**src/rtl/lcd_timing_rx_if.sv**
```systemverilog
// Pixel-stream bus between the LVDS deserialiser side and the timing receiver.
// The slave side is the receiver: it consumes sync/data and produces recovered
// coordinates plus the measured geometry. The master side is whoever drives the stream.
interface lcd_timing_rx_if #(
  parameter int CW = 12,
  parameter int DW = 8
);
  // Incoming panel timing stream
  logic          hsync_in;
  logic          vsync_in;
  logic          de_in;
  logic [DW-1:0] pix_in;

  // Recovered pixel stream
  logic          pix_valid;
  logic [DW-1:0] pix_out;
  logic [CW-1:0] pix_x;
  logic [CW-1:0] pix_y;
  logic          sof;

  // Measured geometry and status
  logic [CW-1:0] h_total;
  logic [CW-1:0] h_active;
  logic [CW-1:0] v_active;
  logic          locked;
  logic          frame_err;

  modport slave (
    input  hsync_in, vsync_in, de_in, pix_in,
    output pix_valid, pix_out, pix_x, pix_y, sof,
    output h_total, h_active, v_active, locked, frame_err
  );

  modport master (
    output hsync_in, vsync_in, de_in, pix_in,
    input  pix_valid, pix_out, pix_x, pix_y, sof,
    input  h_total, h_active, v_active, locked, frame_err
  );
endinterface

```
**src/rtl/lcd_timing_rx.sv**
```systemverilog
// LCD panel timing receiver.
// Registers the incoming sync/data stream, recovers per-pixel coordinates with a
// fixed two-clock latency, measures line/frame geometry and declares lock once
// LOCK_FRAMES consecutive good frames agree. Any geometry change or malformed
// frame while locked drops lock and sets a sticky error flag.
module lcd_timing_rx #(
  parameter int CW          = 12,
  parameter int LOCK_FRAMES = 2,
  parameter int DW          = 8
) (
  input  logic           lvds_parallel_clk,
  input  logic           rst,
  lcd_timing_rx_if.slave bus
);

  localparam logic [CW-1:0] CMAX = {CW{1'b1}};
  localparam logic [CW-1:0] CONE = CW'(1);

  typedef enum logic [1:0] {
    SEARCH  = 2'd0,
    MEASURE = 2'd1,
    LOCKED  = 2'd2
  } state_t;

  // ---------------------------------------------------------------------------
  // Input stage: s1 is the registered input, s2 the previous s1 for edge detect
  // ---------------------------------------------------------------------------
  logic          hs_s1_q, vs_s1_q, de_s1_q;
  logic [DW-1:0] pix_s1_q;
  logic          hs_s2_q, vs_s2_q, de_s2_q;
  logic [DW-1:0] pix_s2_q;

  // Two-deep input pipeline; sync regs reset low so no edge is seen during reset
  always_ff @(posedge lvds_parallel_clk or posedge rst) begin
    if (rst) begin
      hs_s1_q  <= 1'b0;
      vs_s1_q  <= 1'b0;
      de_s1_q  <= 1'b0;
      pix_s1_q <= '0;
      hs_s2_q  <= 1'b0;
      vs_s2_q  <= 1'b0;
      de_s2_q  <= 1'b0;
      pix_s2_q <= '0;
    end else begin
      hs_s1_q  <= bus.hsync_in;
      vs_s1_q  <= bus.vsync_in;
      de_s1_q  <= bus.de_in;
      pix_s1_q <= bus.pix_in;
      hs_s2_q  <= hs_s1_q;
      vs_s2_q  <= vs_s1_q;
      de_s2_q  <= de_s1_q;
      pix_s2_q <= pix_s1_q;
    end
  end

  logic hs_fall, vs_fall, de_rise, de_fall;
  assign hs_fall = hs_s2_q & ~hs_s1_q;
  assign vs_fall = vs_s2_q & ~vs_s1_q;
  assign de_rise = de_s1_q & ~de_s2_q;
  assign de_fall = de_s2_q & ~de_s1_q;

  // ---------------------------------------------------------------------------
  // Geometry measurement counters
  // ---------------------------------------------------------------------------
  logic [CW-1:0] hc_q, hc_d;                  // clocks since last hsync fall
  logic [CW-1:0] line_total_q, line_total_d;  // last complete line length
  logic [CW-1:0] de_len_q, de_len_d;          // de-high run length of current line
  logic [CW-1:0] ref_act_q, ref_act_d;        // first line_act of the frame
  logic          ref_valid_q, ref_valid_d;
  logic [CW-1:0] lc_q, lc_d;                  // active lines seen this frame
  logic [CW-1:0] y_cnt_q, y_cnt_d;            // active line index used for pix_y
  logic          seen_hs_q, seen_hs_d;        // an hsync fall has occurred since reset
  logic          bad_q, bad_d;                // current frame is malformed
  logic          bad_set;
  logic          frame_bad;
  logic [CW-1:0] cand_t, cand_a, cand_v;

  // Counter updates and per-frame candidate extraction; the candidate is taken
  // before the vsync-fall clear so same-cycle line events belong to the closing frame
  always_comb begin
    hc_d         = hc_q;
    line_total_d = line_total_q;
    de_len_d     = de_len_q;
    ref_act_d    = ref_act_q;
    ref_valid_d  = ref_valid_q;
    lc_d         = lc_q;
    y_cnt_d      = y_cnt_q;
    seen_hs_d    = seen_hs_q;
    bad_set      = 1'b0;

    // Line length: capture hc+1 at hsync fall, otherwise count up and stick at max
    if (hs_fall) begin
      line_total_d = (hc_q == CMAX) ? CMAX : hc_q + CONE;
      hc_d         = '0;
      seen_hs_d    = 1'b1;
    end else if (hc_q != CMAX) begin
      hc_d = hc_q + CONE;
    end
    if (hc_q == CMAX) begin
      bad_set = 1'b1;
    end

    // Active run length
    if (de_rise) begin
      de_len_d = CONE;
    end else if (de_s1_q && de_s2_q) begin
      if (de_len_q == CMAX) begin
        bad_set = 1'b1;
      end else begin
        de_len_d = de_len_q + CONE;
      end
    end

    // End of an active line: first one sets the reference, later ones must match
    if (de_fall) begin
      if (!ref_valid_q) begin
        ref_act_d   = de_len_q;
        ref_valid_d = 1'b1;
      end else if (de_len_q != ref_act_q) begin
        bad_set = 1'b1;
      end
      if (lc_q == CMAX) begin
        bad_set = 1'b1;
      end else begin
        lc_d = lc_q + CONE;
      end
      if (y_cnt_q != CMAX) begin
        y_cnt_d = y_cnt_q + CONE;
      end
    end

    // Data during vertical sync, or before any line timing exists, is not trustworthy
    if (de_s1_q && (!vs_s1_q || !seen_hs_q)) begin
      bad_set = 1'b1;
    end

    bad_d     = bad_q | bad_set;
    frame_bad = bad_d | ~ref_valid_d;
    cand_t    = line_total_d;
    cand_a    = ref_act_d;
    cand_v    = lc_d;

    // New frame starts: clear per-frame state
    if (vs_fall) begin
      lc_d        = '0;
      ref_act_d   = '0;
      ref_valid_d = 1'b0;
      bad_d       = 1'b0;
      y_cnt_d     = '0;
    end
  end

  // Measurement state registers
  always_ff @(posedge lvds_parallel_clk or posedge rst) begin
    if (rst) begin
      hc_q         <= '0;
      line_total_q <= '0;
      de_len_q     <= '0;
      ref_act_q    <= '0;
      ref_valid_q  <= 1'b0;
      lc_q         <= '0;
      y_cnt_q      <= '0;
      seen_hs_q    <= 1'b0;
      bad_q        <= 1'b0;
    end else begin
      hc_q         <= hc_d;
      line_total_q <= line_total_d;
      de_len_q     <= de_len_d;
      ref_act_q    <= ref_act_d;
      ref_valid_q  <= ref_valid_d;
      lc_q         <= lc_d;
      y_cnt_q      <= y_cnt_d;
      seen_hs_q    <= seen_hs_d;
      bad_q        <= bad_d;
    end
  end

  // ---------------------------------------------------------------------------
  // Pixel output stage (registered from s2)
  // ---------------------------------------------------------------------------
  logic          pix_valid_q, pix_valid_d;
  logic [DW-1:0] pix_out_q, pix_out_d;
  logic [CW-1:0] pix_x_q, pix_x_d;
  logic [CW-1:0] pix_y_q, pix_y_d;
  logic          sof_q, sof_d;

  // Coordinates: the previous output valid doubles as "previous de" for the column
  // restart; y_cnt already reflects every line end older than the s2 sample
  always_comb begin
    pix_valid_d = de_s2_q;
    pix_out_d   = pix_s2_q;
    pix_x_d     = pix_x_q;
    pix_y_d     = pix_y_q;
    sof_d       = 1'b0;
    if (de_s2_q) begin
      if (pix_valid_q) begin
        pix_x_d = (pix_x_q == CMAX) ? CMAX : pix_x_q + CONE;
      end else begin
        pix_x_d = '0;
      end
      pix_y_d = y_cnt_q;
      sof_d   = !pix_valid_q && (y_cnt_q == '0);
    end
  end

  // Output pixel registers
  always_ff @(posedge lvds_parallel_clk or posedge rst) begin
    if (rst) begin
      pix_valid_q <= 1'b0;
      pix_out_q   <= '0;
      pix_x_q     <= '0;
      pix_y_q     <= '0;
      sof_q       <= 1'b0;
    end else begin
      pix_valid_q <= pix_valid_d;
      pix_out_q   <= pix_out_d;
      pix_x_q     <= pix_x_d;
      pix_y_q     <= pix_y_d;
      sof_q       <= sof_d;
    end
  end

  // ---------------------------------------------------------------------------
  // Lock FSM, advanced only at vsync fall
  // ---------------------------------------------------------------------------
  state_t        state_q;
  logic [3:0]    match_cnt_q;
  logic [CW-1:0] prev_t_q, prev_a_q, prev_v_q;
  logic          prev_valid_q;
  logic [CW-1:0] h_total_q, h_active_q, v_active_q;
  logic          locked_q, frame_err_q;

  logic       cand_eq_prev, cand_eq_out, lock_now;
  logic [3:0] match_next;

  assign cand_eq_prev = prev_valid_q && (cand_t == prev_t_q) &&
                        (cand_a == prev_a_q) && (cand_v == prev_v_q);
  assign cand_eq_out  = (cand_t == h_total_q) && (cand_a == h_active_q) &&
                        (cand_v == v_active_q);
  assign match_next   = match_cnt_q + 4'd1;
  assign lock_now     = (LOCK_FRAMES <= 1) ||
                        (cand_eq_prev && (int'(match_next) >= LOCK_FRAMES - 1));

  // A bad frame never serves as a comparison reference, so recovery from a
  // glitch always needs a full run of fresh good frames
  always_ff @(posedge lvds_parallel_clk or posedge rst) begin
    if (rst) begin
      state_q      <= SEARCH;
      match_cnt_q  <= '0;
      prev_t_q     <= '0;
      prev_a_q     <= '0;
      prev_v_q     <= '0;
      prev_valid_q <= 1'b0;
      h_total_q    <= '0;
      h_active_q   <= '0;
      v_active_q   <= '0;
      locked_q     <= 1'b0;
      frame_err_q  <= 1'b0;
    end else if (vs_fall) begin
      case (state_q)
        SEARCH: begin
          state_q      <= MEASURE;
          match_cnt_q  <= '0;
          prev_valid_q <= 1'b0;
        end
        MEASURE: begin
          if (frame_bad) begin
            match_cnt_q  <= '0;
            prev_valid_q <= 1'b0;
          end else begin
            prev_t_q     <= cand_t;
            prev_a_q     <= cand_a;
            prev_v_q     <= cand_v;
            prev_valid_q <= 1'b1;
            if (lock_now) begin
              state_q     <= LOCKED;
              locked_q    <= 1'b1;
              h_total_q   <= cand_t;
              h_active_q  <= cand_a;
              v_active_q  <= cand_v;
              match_cnt_q <= '0;
            end else if (cand_eq_prev) begin
              match_cnt_q <= match_next;
            end else begin
              match_cnt_q <= '0;
            end
          end
        end
        LOCKED: begin
          if (frame_bad || !cand_eq_out) begin
            state_q      <= MEASURE;
            locked_q     <= 1'b0;
            frame_err_q  <= 1'b1;
            match_cnt_q  <= '0;
            prev_t_q     <= cand_t;
            prev_a_q     <= cand_a;
            prev_v_q     <= cand_v;
            prev_valid_q <= !frame_bad;
          end
        end
        default: begin
          state_q <= SEARCH;
        end
      endcase
    end
  end

  assign bus.pix_valid = pix_valid_q;
  assign bus.pix_out   = pix_out_q;
  assign bus.pix_x     = pix_x_q;
  assign bus.pix_y     = pix_y_q;
  assign bus.sof       = sof_q;
  assign bus.h_total   = h_total_q;
  assign bus.h_active  = h_active_q;
  assign bus.v_active  = v_active_q;
  assign bus.locked    = locked_q;
  assign bus.frame_err = frame_err_q;

endmodule

```
**src/flat_wrapper.sv**
```systemverilog
// flat-port wrapper written by rule: the top's interface ports become plain ports
module lcd_timing_rx_flat 
#(
  parameter int CW          = 12,
  parameter int LOCK_FRAMES = 2,
  parameter int DW          = 8
)
  (lvds_parallel_clk, rst, bus_hsync_in, bus_vsync_in, bus_de_in, bus_pix_in, bus_pix_valid, bus_pix_out, bus_pix_x, bus_pix_y, bus_sof, bus_h_total, bus_h_active, bus_v_active, bus_locked, bus_frame_err);
  lcd_timing_rx_if #(.CW(CW), .DW(DW)) bus_i ();
  input  logic lvds_parallel_clk;
  input  logic rst;
  input wire logic [$bits(bus_i.hsync_in)-1:0] bus_hsync_in;
  input wire logic [$bits(bus_i.vsync_in)-1:0] bus_vsync_in;
  input wire logic [$bits(bus_i.de_in)-1:0] bus_de_in;
  input wire logic [$bits(bus_i.pix_in)-1:0] bus_pix_in;
  output wire logic [$bits(bus_i.pix_valid)-1:0] bus_pix_valid;
  output wire logic [$bits(bus_i.pix_out)-1:0] bus_pix_out;
  output wire logic [$bits(bus_i.pix_x)-1:0] bus_pix_x;
  output wire logic [$bits(bus_i.pix_y)-1:0] bus_pix_y;
  output wire logic [$bits(bus_i.sof)-1:0] bus_sof;
  output wire logic [$bits(bus_i.h_total)-1:0] bus_h_total;
  output wire logic [$bits(bus_i.h_active)-1:0] bus_h_active;
  output wire logic [$bits(bus_i.v_active)-1:0] bus_v_active;
  output wire logic [$bits(bus_i.locked)-1:0] bus_locked;
  output wire logic [$bits(bus_i.frame_err)-1:0] bus_frame_err;
  assign bus_i.hsync_in = bus_hsync_in;
  assign bus_i.vsync_in = bus_vsync_in;
  assign bus_i.de_in = bus_de_in;
  assign bus_i.pix_in = bus_pix_in;
  assign bus_pix_valid = bus_i.pix_valid;
  assign bus_pix_out = bus_i.pix_out;
  assign bus_pix_x = bus_i.pix_x;
  assign bus_pix_y = bus_i.pix_y;
  assign bus_sof = bus_i.sof;
  assign bus_h_total = bus_i.h_total;
  assign bus_h_active = bus_i.h_active;
  assign bus_v_active = bus_i.v_active;
  assign bus_locked = bus_i.locked;
  assign bus_frame_err = bus_i.frame_err;
  lcd_timing_rx #(.CW(CW), .LOCK_FRAMES(LOCK_FRAMES), .DW(DW)) u_core (.lvds_parallel_clk(lvds_parallel_clk), .rst(rst), .bus(bus_i));
endmodule
```
**config.mk**
```make
export PLATFORM = sky130hd
export DESIGN_NAME = lcd_timing_rx_flat
export DESIGN_NICKNAME = d
export VERILOG_FILES = /design/src/rtl/lcd_timing_rx_if.sv /design/src/rtl/lcd_timing_rx.sv /design/src/flat_wrapper.sv
export SDC_FILE = /design/constraint.sdc
export NUM_CORES = 1
export LEC_CHECK = 0
export CORE_MARGIN = 3
export CORE_UTILIZATION = 50
export CTS_BUF_LIST = sky130_fd_sc_hd__clkbuf_8
export CTS_CLUSTER_DIAMETER = 30
export CTS_CLUSTER_SIZE = 10
export DETAILED_ROUTE_END_ITERATION = 8
export MAX_ROUTING_LAYER = met4
export PLACE_DENSITY = 0.8
export SLEW_MARGIN = 20
export SYNTH_ARGS = -nofsm -noshare
export SYNTH_HDL_FRONTEND = slang
export SYNTH_SLANG_ARGS = --single-unit
```
**constraint.sdc**
```tcl
create_clock -name lvds_parallel_clk -period 8.85 [get_ports lvds_parallel_clk]
set_clock_uncertainty 0.15 [all_clocks]
set_input_delay 1.77 -clock lvds_parallel_clk [delete_from_list [all_inputs] [get_ports lvds_parallel_clk]]
set_output_delay 1.77 -clock lvds_parallel_clk [all_outputs]
set_load 0.02 [all_outputs]
```
==> metrics.txt, run 1 <==
P_leak 5.76 nW; GRT overflow 0; number of global-route vias before repair 8960; Final nets 1197; Post-Syn Area 11200 sq um; largest net degree at the start of global routing 136; number of flops mapped to enable cells by yosys 0; Detailed Route WL 30200 um; antenna viol nets, final 0; Tcrit/Tclk final 0.616; sum of negative setup slack 0 ps; I/O Buffers 84; TritonCTS clock tree yes; Post-CTS Setup Bufs 0; CP arrival 5720 ps; CTS-repair resized insts 0; first-pass GRT wire length 48400 um; DRC Markers 0; Netlist cell types 81; Hold WC Path Type reg -> reg; Hold Crit Depth 0; Post-synth top flop dfrtp_1; clock root buffer clkbuf_8; Buf+Inv Stages, Crit Path 1; fin. max-slew vios 0; Post-Syn Instances 1096; VDD IR-drop max 0.148 mV; DP HPWL 20900 um; Wirelength per Cell 20.3 um; most common cell after layout, fill and taps aside dfrtp_1; Psw 0.812 mW; multiplexer share of the synthesized area 0.101; Synth Area in XOR/XNOR 0.0637; Num CTS Buffers 42; I/O Pins 85; status completed; clock power share 0.423; WHS Endpoint u_core.bus.pix_out[7]$_DFF_PP0_; FF-to-FF Start u_core.de_s2_q$_DFF_PP0_; Synth Area in Compound Gates 0.119; H-tree depth 2; Site Rows 54; CP startpoint kind flip-flop; critical-path cell list buf_4 > or3b_4 > mux2i_2 > nor2_1 > a21o_1 > a2111oi_0 > nand4_1 > nor4_1 > and3_2 > mux2_2; Reg power frac 0.412; hold_sp u_core.pix_out_d[7]$_DFF_PP0_; Pre-Repair DR Iteration Count 6; Max FO, Critical Path 36; vias 9062; Skew-Pair Late Insertion Delay 560 ps; Vias/cell 6.11; largest family of logic cells by synthesized area simple AND/OR/NAND/NOR gates; Final min period 5450 ps; simple-gate share of the synthesized area 0.185; Post-Synth Adder-Cell Area 0.0134; r2r endpoint u_core.bus.h_active[4]$_DFFE_PP0P_; initial core utilization 0.512; Fillers 1862; worst-margin pin slew 1140 ps; sequential share of the synthesized area 0.473; Antenna Cells 0; clk buf depth 3; Sw Share 0.295; Fmax 184 MHz; Comb power frac 0.166; final hold vios 0; share of cells above drive strength 1 0.140; max incr delay on CP 1080 ps; reg2reg path depth 10; yosys warns 0; die area 24200 sq um; FFs w/ async S/R, synth 1.00; syn avg cell area 10.2 sq um; Final Setup Violations 0; Die W 156 um; Max-cap violations 0; Worst Path Class, Setup reg -> reg; commonest non-fill, non-tap cells in the layout 212 x dfrtp_1, 84 x clkdlybuf4s50_1, 83 x nor2_1; clock tree sinks 212; PD cells 209 nW/um^2; Worst setup EP type flip-flop; Iter 0 DRT Violations 783; post-synthesis net count 1121; clock-pin slew on the worst setup and hold paths 60 ps; Internal 1.94 mW; worst reg-to-reg setup slack 3400 ps; hold_buf cts 0; Worst path slowest cell and3_2; unrepaired setup endpoints after global routing false; overall power 2.76 mW; Relative slew margins 0.239; family with the most delay on the worst path simple AND/OR/NAND/NOR gates; GRT Overall Usage 0.257; core area 21900 sq um; number of synthesized register bits 212; placer congestion estimate 0.933; initial antenna violation count 0; Chip Height 156 um; Required @ worst endpoint 9120 ps; area added between synthesis and finish 17.6%
power groups by stage:
| stage | clock (mW) | combinational [mW] | sequential [mW] |
|---|---|---|---|
| 6_report | 1.16 | 0.458 | 1.13 |
| 5_1_grt | 1.24 | 0.497 | 1.15 |
| 4_1_cts | 1.19 | 0.455 | 1.13 |
| 3_5_place_dp | 0 | 0.451 | 1.15 |
| 3_3_place_gp | 0 | 0.444 | 1.15 |
| 2_1_floorplan | 0 | 0.332 | 1.13 |
cell usage after synthesis, types with 12 or more instances:
cell type | number | area (sq um)
nor2_1 | 83 | 312
mux2i_1 | 27 | 270
and3_1 | 14 | 87.6
o21ai_0 | 27 | 135
dfrtp_1 | 212 | 5310
nand3_1 | 38 | 190
ha_1 | 12 | 150
mux2_2 | 60 | 676
xnor2_1 | 48 | 420
clkbuf_1 | 33 | 124
nand4_1 | 30 | 188
a21oi_1 | 53 | 265
nor4_1 | 22 | 138
xor2_1 | 31 | 272
inv_1 | 56 | 210
nand2b_1 | 24 | 150
and2_1 | 14 | 87.6
nand2_1 | 66 | 248
nor3_1 | 24 | 120
cell families (layout without fill, tap and decap cells):
group / after synthesis / in the layout
muxes: 101 / 101
xor gates and xnor gates: 80 / 80
buffers and inverters: 115 / 223
AOI/OAI and AO/OA: 193 / 193
and+or+nand+nor: 383 / 383
adders and majority gates: 12 / 12
DFF: 212 / 212
sequential cells by signal, indices dropped and copies added (netlist names), 2 cells and up:
signal,flops
u_core.bus.h_active,12
u_core.bus.h_total,12
u_core.bus.pix_out,8
u_core.bus.pix_x,12
u_core.bus.pix_y,12
u_core.bus.v_active,12
u_core.de_len_q,12
u_core.hc_q,12
u_core.lc_q,12
u_core.line_total_q,12
u_core.match_cnt_q,4
u_core.pix_out_d,8
u_core.pix_s1_q,8
u_core.prev_a_q,12
u_core.prev_t_q,12
u_core.prev_v_q,12
u_core.ref_act_q,12
u_core.state_q,2
u_core.y_cnt_q,12
per-stage QoR:
step / hold slack, ps / worst slack, ps / util / instance area [sq um] / instances
global placement: 183 / 3540 / 0.556 / 12200 / 1408
finish: 196 / 3400 / 0.602 / 13200 / 1484
CTS: 197 / 3450 / 0.602 / 13200 / 1484
global route: 202 / 3110 / 0.602 / 13200 / 1484
detailed placement: 185 / 3490 / 0.556 / 12200 / 1408
floorplan: 181 / 1140 / - / 11200 / 1096
worst max-delay path by stage:
stage,from,to,depth (start not counted),slack [ps]
after floorplan,rst,u_core.bad_q$_DFF_PP0_,1,1140
after global placement,u_core.hc_q[0]$_DFFE_PP0P_,u_core.prev_a_q[4]$_DFFE_PP0P_,10,3540
after detailed placement,u_core.hc_q[0]$_DFFE_PP0P_,u_core.prev_a_q[3]$_DFFE_PP0P_,10,3490
after CTS,u_core.hc_q[0]$_DFFE_PP0P_,u_core.prev_t_q[5]$_DFFE_PP0P_,10,3450
after global routing,u_core.de_s2_q$_DFF_PP0_,u_core.bus.h_total[6]$_DFFE_PP0P_,10,3110
final,u_core.de_s2_q$_DFF_PP0_,u_core.bus.h_active[4]$_DFFE_PP0P_,10,3400
routing by layer:
metal | wire [um] | part of all wire | vias to the layer above | track usage
met3 | 2310 | 0.076 | 62 | 0.0527
met1 | 13100 | 0.43 | 4494 | 0.350
li1 | - | - | 4134 | -
met4 | 723 | 0.024 | 0 | 0.0788
met2 | 14000 | 0.46 | 372 | 0.391
met5 | 0 | 0 | - | -
final cells by class:
| cell class | instances | area (sq um) | area share |
|---|---|---|---|
| multi-input combinational | 769 | 5410 | 0.411 |
| sequential | 212 | 5310 | 0.403 |
| clock inverter | 30 | 365 | 0.0277 |
| clock buffer | 46 | 633 | 0.0481 |
| tap | 280 | 350 | 0.0266 |
| timing repair buffer | 91 | 893 | 0.0678 |
| inverter | 56 | 218 | 0.0165 |
(Power assumes the default switching activity.)
==> run 2: changes to the inputs <==
==> constraint.sdc (replaced) <==
create_clock -name lvds_parallel_clk -period 5.2 [get_ports lvds_parallel_clk]
set_clock_uncertainty 0.15 [all_clocks]
set_input_delay 1.04 -clock lvds_parallel_clk [delete_from_list [all_inputs] [get_ports lvds_parallel_clk]]
set_output_delay 1.04 -clock lvds_parallel_clk [all_outputs]
set_load 0.02 [all_outputs]
==> run 2 against run 1 <==
Sequential share of layout area down 0.79 points. Register-to-register slack worse by 2700 ps. Worst setup slack got worse by 2700 ps. Critical endpoint is now u_core.prev_v_q[3]$_DFFE_PP0P_. Largest cell class unchanged. Largest power group unchanged. Highest routed layer unchanged.
==> metrics.txt, run 2 (synthesized netlist as in run 1, its figures left out) <==
Finished Layout Cells 1507; CP startpoint kind flip-flop; FF-to-FF Start u_core.hc_q[0]$_DFFE_PP0P_; sum of negative setup slack 0 ps; Final nets 1215; Placed Cells incl. Taps 1419; Site Rows 54; most common cell after layout, fill and taps aside dfrtp_1; crit path from u_core.hc_q[0]$_DFFE_PP0P_; Fmax 224 MHz; GRT overflow 0; CTS-repair resized insts 0; status completed; unrepaired setup endpoints after global routing false; met3 usage in global routing 0.0583; Max FO, Critical Path 36; DRC Markers 0; Final min period 4460 ps; number of global-route vias before repair 9204; Wirelength per Cell 20.1 um; met1 usage 0.347; Chip Height 156 um; Post-CTS Setup Bufs 0; hold_buf cts 0; TritonCTS clock tree yes; antenna viol nets, final 0; Util after Layout 0.614; die area 24200 sq um; Iter 0 DRT Violations 1013; first-pass GRT wire length 49100 um; Vias/cell 6.16; Antenna Cells 0; initial antenna violation count 0; final hold vios 0; share of cells above drive strength 1 0.155; GRT Max-Usage Layer met2; Relative slew margins 0.353; I/O Buffers 84; core area 21900 sq um; Num CTS Buffers 48; Worst Path Class, Setup reg -> reg; Max-cap violations 0; DP HPWL 21200 um; GRT Overall Usage 0.258; clock-pin slew on the worst setup and hold paths 60 ps; crit path capture u_core.prev_v_q[3]$_DFFE_PP0P_; worst-margin pin slew 968 ps; Pre-Repair DR Iteration Count 6; placer congestion estimate 0.982; Tcrit/Tclk final 0.859; reg2reg path depth 11; clock tree sinks 212; GR Util met2 0.389; worst reg-to-reg setup slack 740 ps; commonest non-fill, non-tap cells in the layout 212 x dfrtp_1, 84 x clkdlybuf4s50_1, 83 x nor2_1; Detailed Route WL 30200 um; clk buf depth 3; PD cells 363 nW/um^2; Hold WC Path Type reg -> reg; VDD IR-drop max 0.175 mV; largest net degree at the start of global routing 87; area added between synthesis and finish 19.9%; Required @ worst endpoint 5480 ps; CP arrival 4750 ps; H-tree depth 2; clock root buffer clkbuf_8; fin. max-slew vios 0; P_leak 5.88 nW; vias 9287; hold_ws 187 ps; Skew-Pair Late Insertion Delay 580 ps; initial core utilization 0.512; r2r endpoint u_core.prev_v_q[3]$_DFFE_PP0P_; I/O Pins 85; Worst setup EP type flip-flop; Die W 156 um; Final Setup Violations 0
## run 2: worst min path at each step
stage | start | end | slack [ps] | depth (start not counted)
2_1_floorplan | u_core.pix_out_d[0]$_DFF_PP0_ | u_core.bus.pix_out[0]$_DFF_PP0_ | 180 | 0
5_1_grt | u_core.pix_out_d[5]$_DFF_PP0_ | u_core.bus.pix_out[5]$_DFF_PP0_ | 190 | 0
6_report | u_core.pix_out_d[5]$_DFF_PP0_ | u_core.bus.pix_out[5]$_DFF_PP0_ | 190 | 0
4_1_cts | u_core.pix_out_d[5]$_DFF_PP0_ | u_core.bus.pix_out[5]$_DFF_PP0_ | 190 | 0
3_5_place_dp | u_core.pix_out_d[4]$_DFF_PP0_ | u_core.bus.pix_out[4]$_DFF_PP0_ | 180 | 0
3_3_place_gp | u_core.pix_out_d[6]$_DFF_PP0_ | u_core.bus.pix_out[6]$_DFF_PP0_ | 180 | 0
## run 2: area by class of cell
type | instances | area (sq um)
multi-input cells | 769 | 5410
flip-flops and latches | 212 | 5310
repair buffers | 103 | 1030
clock buffers | 56 | 771
clock inverters | 31 | 357
inverters | 56 | 214
well taps | 280 | 350
fillers | 1801 | 8450
## run 2: critical path: stages, from the launching register on
cell and delay, ps:
dfrtp_1 540, ha_1 370, and3_1 400, a311oi_1 140
a211oi_1 590, xor2_1 210, a2111oi_0 460, o2111ai_1 270
o31ai_2 370, or2_2 200, buf_12 230, mux2_2 370
## run 2: layer usage
layer  routed length [um]  part of all wire
met5                    0                 0
met2                13800              0.46
met4                  973             0.032
met3                 2740             0.091
met1                12700              0.42
## run 2: per-stage QoR
| step | area [sq um] | setup slack (ps) | power (mW) |
|---|---|---|---|
| 2_1_floorplan | 11200 | 1250 | 2.48 |
| 3_3_place_gp | 12300 | 965 | 2.70 |
| 3_5_place_dp | 12300 | 859 | 2.73 |
| 4_1_cts | 13400 | 804 | 4.90 |
| 5_1_grt | 13400 | 383 | 5.09 |
| 6_report | 13400 | 735 | 4.89 |
## run 2: where the power goes
group	switching, mW	internal (mW)	leakage, nW
Combinational	0.444	0.346	2.50
Sequential	0.155	1.78	2.82
Clock	0.851	1.31	0.569
==> run 3: changes to the inputs <==
--- a/config.mk
+++ b/config.mk
@@ -11,6 +11,7 @@
 export CTS_CLUSTER_DIAMETER = 30
 export CTS_CLUSTER_SIZE = 10
 export DETAILED_ROUTE_END_ITERATION = 8
+export GPL_TIMING_DRIVEN = 0
 export MAX_ROUTING_LAYER = met4
 export PLACE_DENSITY = 0.8
 export SLEW_MARGIN = 20
==> run 3 against run 2 <==
Design area grew 2.1%. Global-route usage grew 1.4 points. Power grew 2.2%. First-iteration DRC count shrank 12%.
==> metrics.txt, run 3 (synthesized netlist as in run 1, its figures left out) <==
die area 24200 sq um; fin. max-slew vios 0; H-tree depth 2; commonest non-fill, non-tap cells in the layout 212 x dfrtp_1, 84 x clkdlybuf4s50_1, 83 x nor2_1; Wirelength per Cell 20.4 um; Site Rows 54; Iter 0 DRT Violations 892; worst reg-to-reg setup slack 260 ps; TritonCTS clock tree yes; GRT overflow 0; Sw Share 0.310; Max-cap violations 0; Final nets 1264; Post-CTS Setup Bufs 0; Skew-Pair Late Insertion Delay 590 ps; hold_ws 197 ps; antenna viol nets, final 0; reg2reg path depth 14; first-pass GRT wire length 50700 um; WHS Endpoint u_core.bus.pix_out[4]$_DFF_PP0_; unrepaired setup endpoints after global routing false; Tcrit/Tclk final 0.950; Fillers 1824; CP startpoint kind flip-flop; Finished Layout Cells 1562; VDD IR-drop max 0.189 mV; CTS-repair resized insts 0; final hold vios 0; CP arrival 5240 ps; r2r endpoint u_core.prev_a_q[8]$_DFFE_PP0P_; Num CTS Buffers 51; FF-to-FF Start u_core.hc_q[1]$_DFFE_PP0P_; Hold Crit Depth 0; Final Setup Violations 0; DRC Markers 0; DP HPWL 22900 um; Detailed Route WL 31800 um; hold_buf cts 0; clock root buffer clkbuf_8; clk buf depth 3; hold_sp u_core.pix_out_d[4]$_DFF_PP0_; Relative slew margins 0.343; Reg power frac 0.381; number of global-route vias before repair 9302; PD cells 364 nW/um^2; I/O Buffers 84; initial antenna violation count 1; most common cell after layout, fill and taps aside dfrtp_1; largest net degree at the start of global routing 35; Chip Height 156 um; GRT Overall Usage 0.272; P_leak 6.00 nW; Psw 1.55 mW; Final min period 4940 ps; Max FO, Critical Path 10; Die W 156 um; Internal 3.44 mW; clock power share 0.447; Worst Path Class, Setup reg -> reg; Fmax 202 MHz; worst-margin pin slew 958 ps; core area 21900 sq um; clock tree sinks 212; Pre-Repair DR Iteration Count 6; clock-pin slew on the worst setup and hold paths 60 ps; vias 9450; Worst setup EP type flip-flop; I/O Pins 85; initial core utilization 0.512; Placed Cells incl. Taps 1466; area added between synthesis and finish 22.4%; placer congestion estimate 0.990; Hold WC Path Type reg -> reg; share of cells above drive strength 1 0.162; Comb power frac 0.172; Vias/cell 6.05; status completed; Required @ worst endpoint 5490 ps
[run 3: cell types whose count changed in the layout (fill, tap and decap cells not counted), sizes merged]
| cell | before | now |
|---|---|---|
| clkinv | 7 | 12 |
| diode | 0 | 1 |
| inv | 65 | 70 |
| clkinvlp | 9 | 10 |
| clkbuf | 56 | 86 |
| buf | 19 | 32 |
[run 3: area by class of cell]
type	instances	area, sq um	area share
clock inverter	42	448	0.0327
buffer	59	288	0.0210
inverter	56	214	0.0156
tap	280	350	0.0255
antenna	1	2.50	0.000182
timing repair buffer	90	961	0.0700
multi-input combinational	769	5420	0.395
clock buffer	53	729	0.0532
sequential	212	5310	0.387
[run 3: critical path, stage by stage, from the launching register on]
cell and delay [ps]:
dfrtp_1 440, ha_1 310, and3_1 200, clkbuf_1 220, nand3_1 240, clkbuf_1 460
a31o_2 300, o22ai_1 100, a2111oi_1 550, o2111ai_1 370, o31ai_2 460, or2_1 170
buf_4 190, buf_4 270, mux2_1 360
[run 3: metal layers]
layer	routed length, um	up-vias	global-route usage
met2	14100	417	0.393
met1	14000	4662	0.374
li1	-	4287	-
met4	960	0	0.0930
met3	2780	84	0.0730
met5	0	-	-
[run 3: how the worst max path moves through the flow]
stage	cells past startpoint	start	to
after CTS	13	u_core.hc_q[1]$_DFFE_PP0P_	u_core.prev_a_q[8]$_DFFE_PP0P_
after global placement	2	rst	u_core.bus.v_active[0]$_DFFE_PP0P_
final	14	u_core.hc_q[1]$_DFFE_PP0P_	u_core.prev_a_q[8]$_DFFE_PP0P_
after global routing	14	u_core.hc_q[1]$_DFFE_PP0P_	u_core.prev_a_q[8]$_DFFE_PP0P_
after detailed placement	13	u_core.hc_q[1]$_DFFE_PP0P_	u_core.prev_a_q[3]$_DFFE_PP0P_
after floorplan	1	rst	u_core.bad_q$_DFF_PP0_
[run 3: power by group through the flow]
stage | registers [mW] | logic (mW) | clock network (mW)
2_1_floorplan | 1.92 | 0.565 | 0
3_3_place_gp | 1.92 | 0.812 | 0
6_report | 1.90 | 0.856 | 2.23
5_1_grt | 1.92 | 0.926 | 2.37
3_5_place_dp | 1.92 | 0.835 | 0
4_1_cts | 1.90 | 0.842 | 2.27
[run 3: through the flow]
step	setup TNS, ps	setup WS (ps)	util	cell area (sq um)	total power [mW]
detailed placement	0	161	0.572	12500	2.76
global placement	-75540	-374	0.567	12400	2.73
finish	0	258	0.627	13700	4.99
CTS	0	156	0.626	13700	5.01
floorplan	0	1250	-	11200	2.48
global route	0	67.3	0.627	13700	5.21
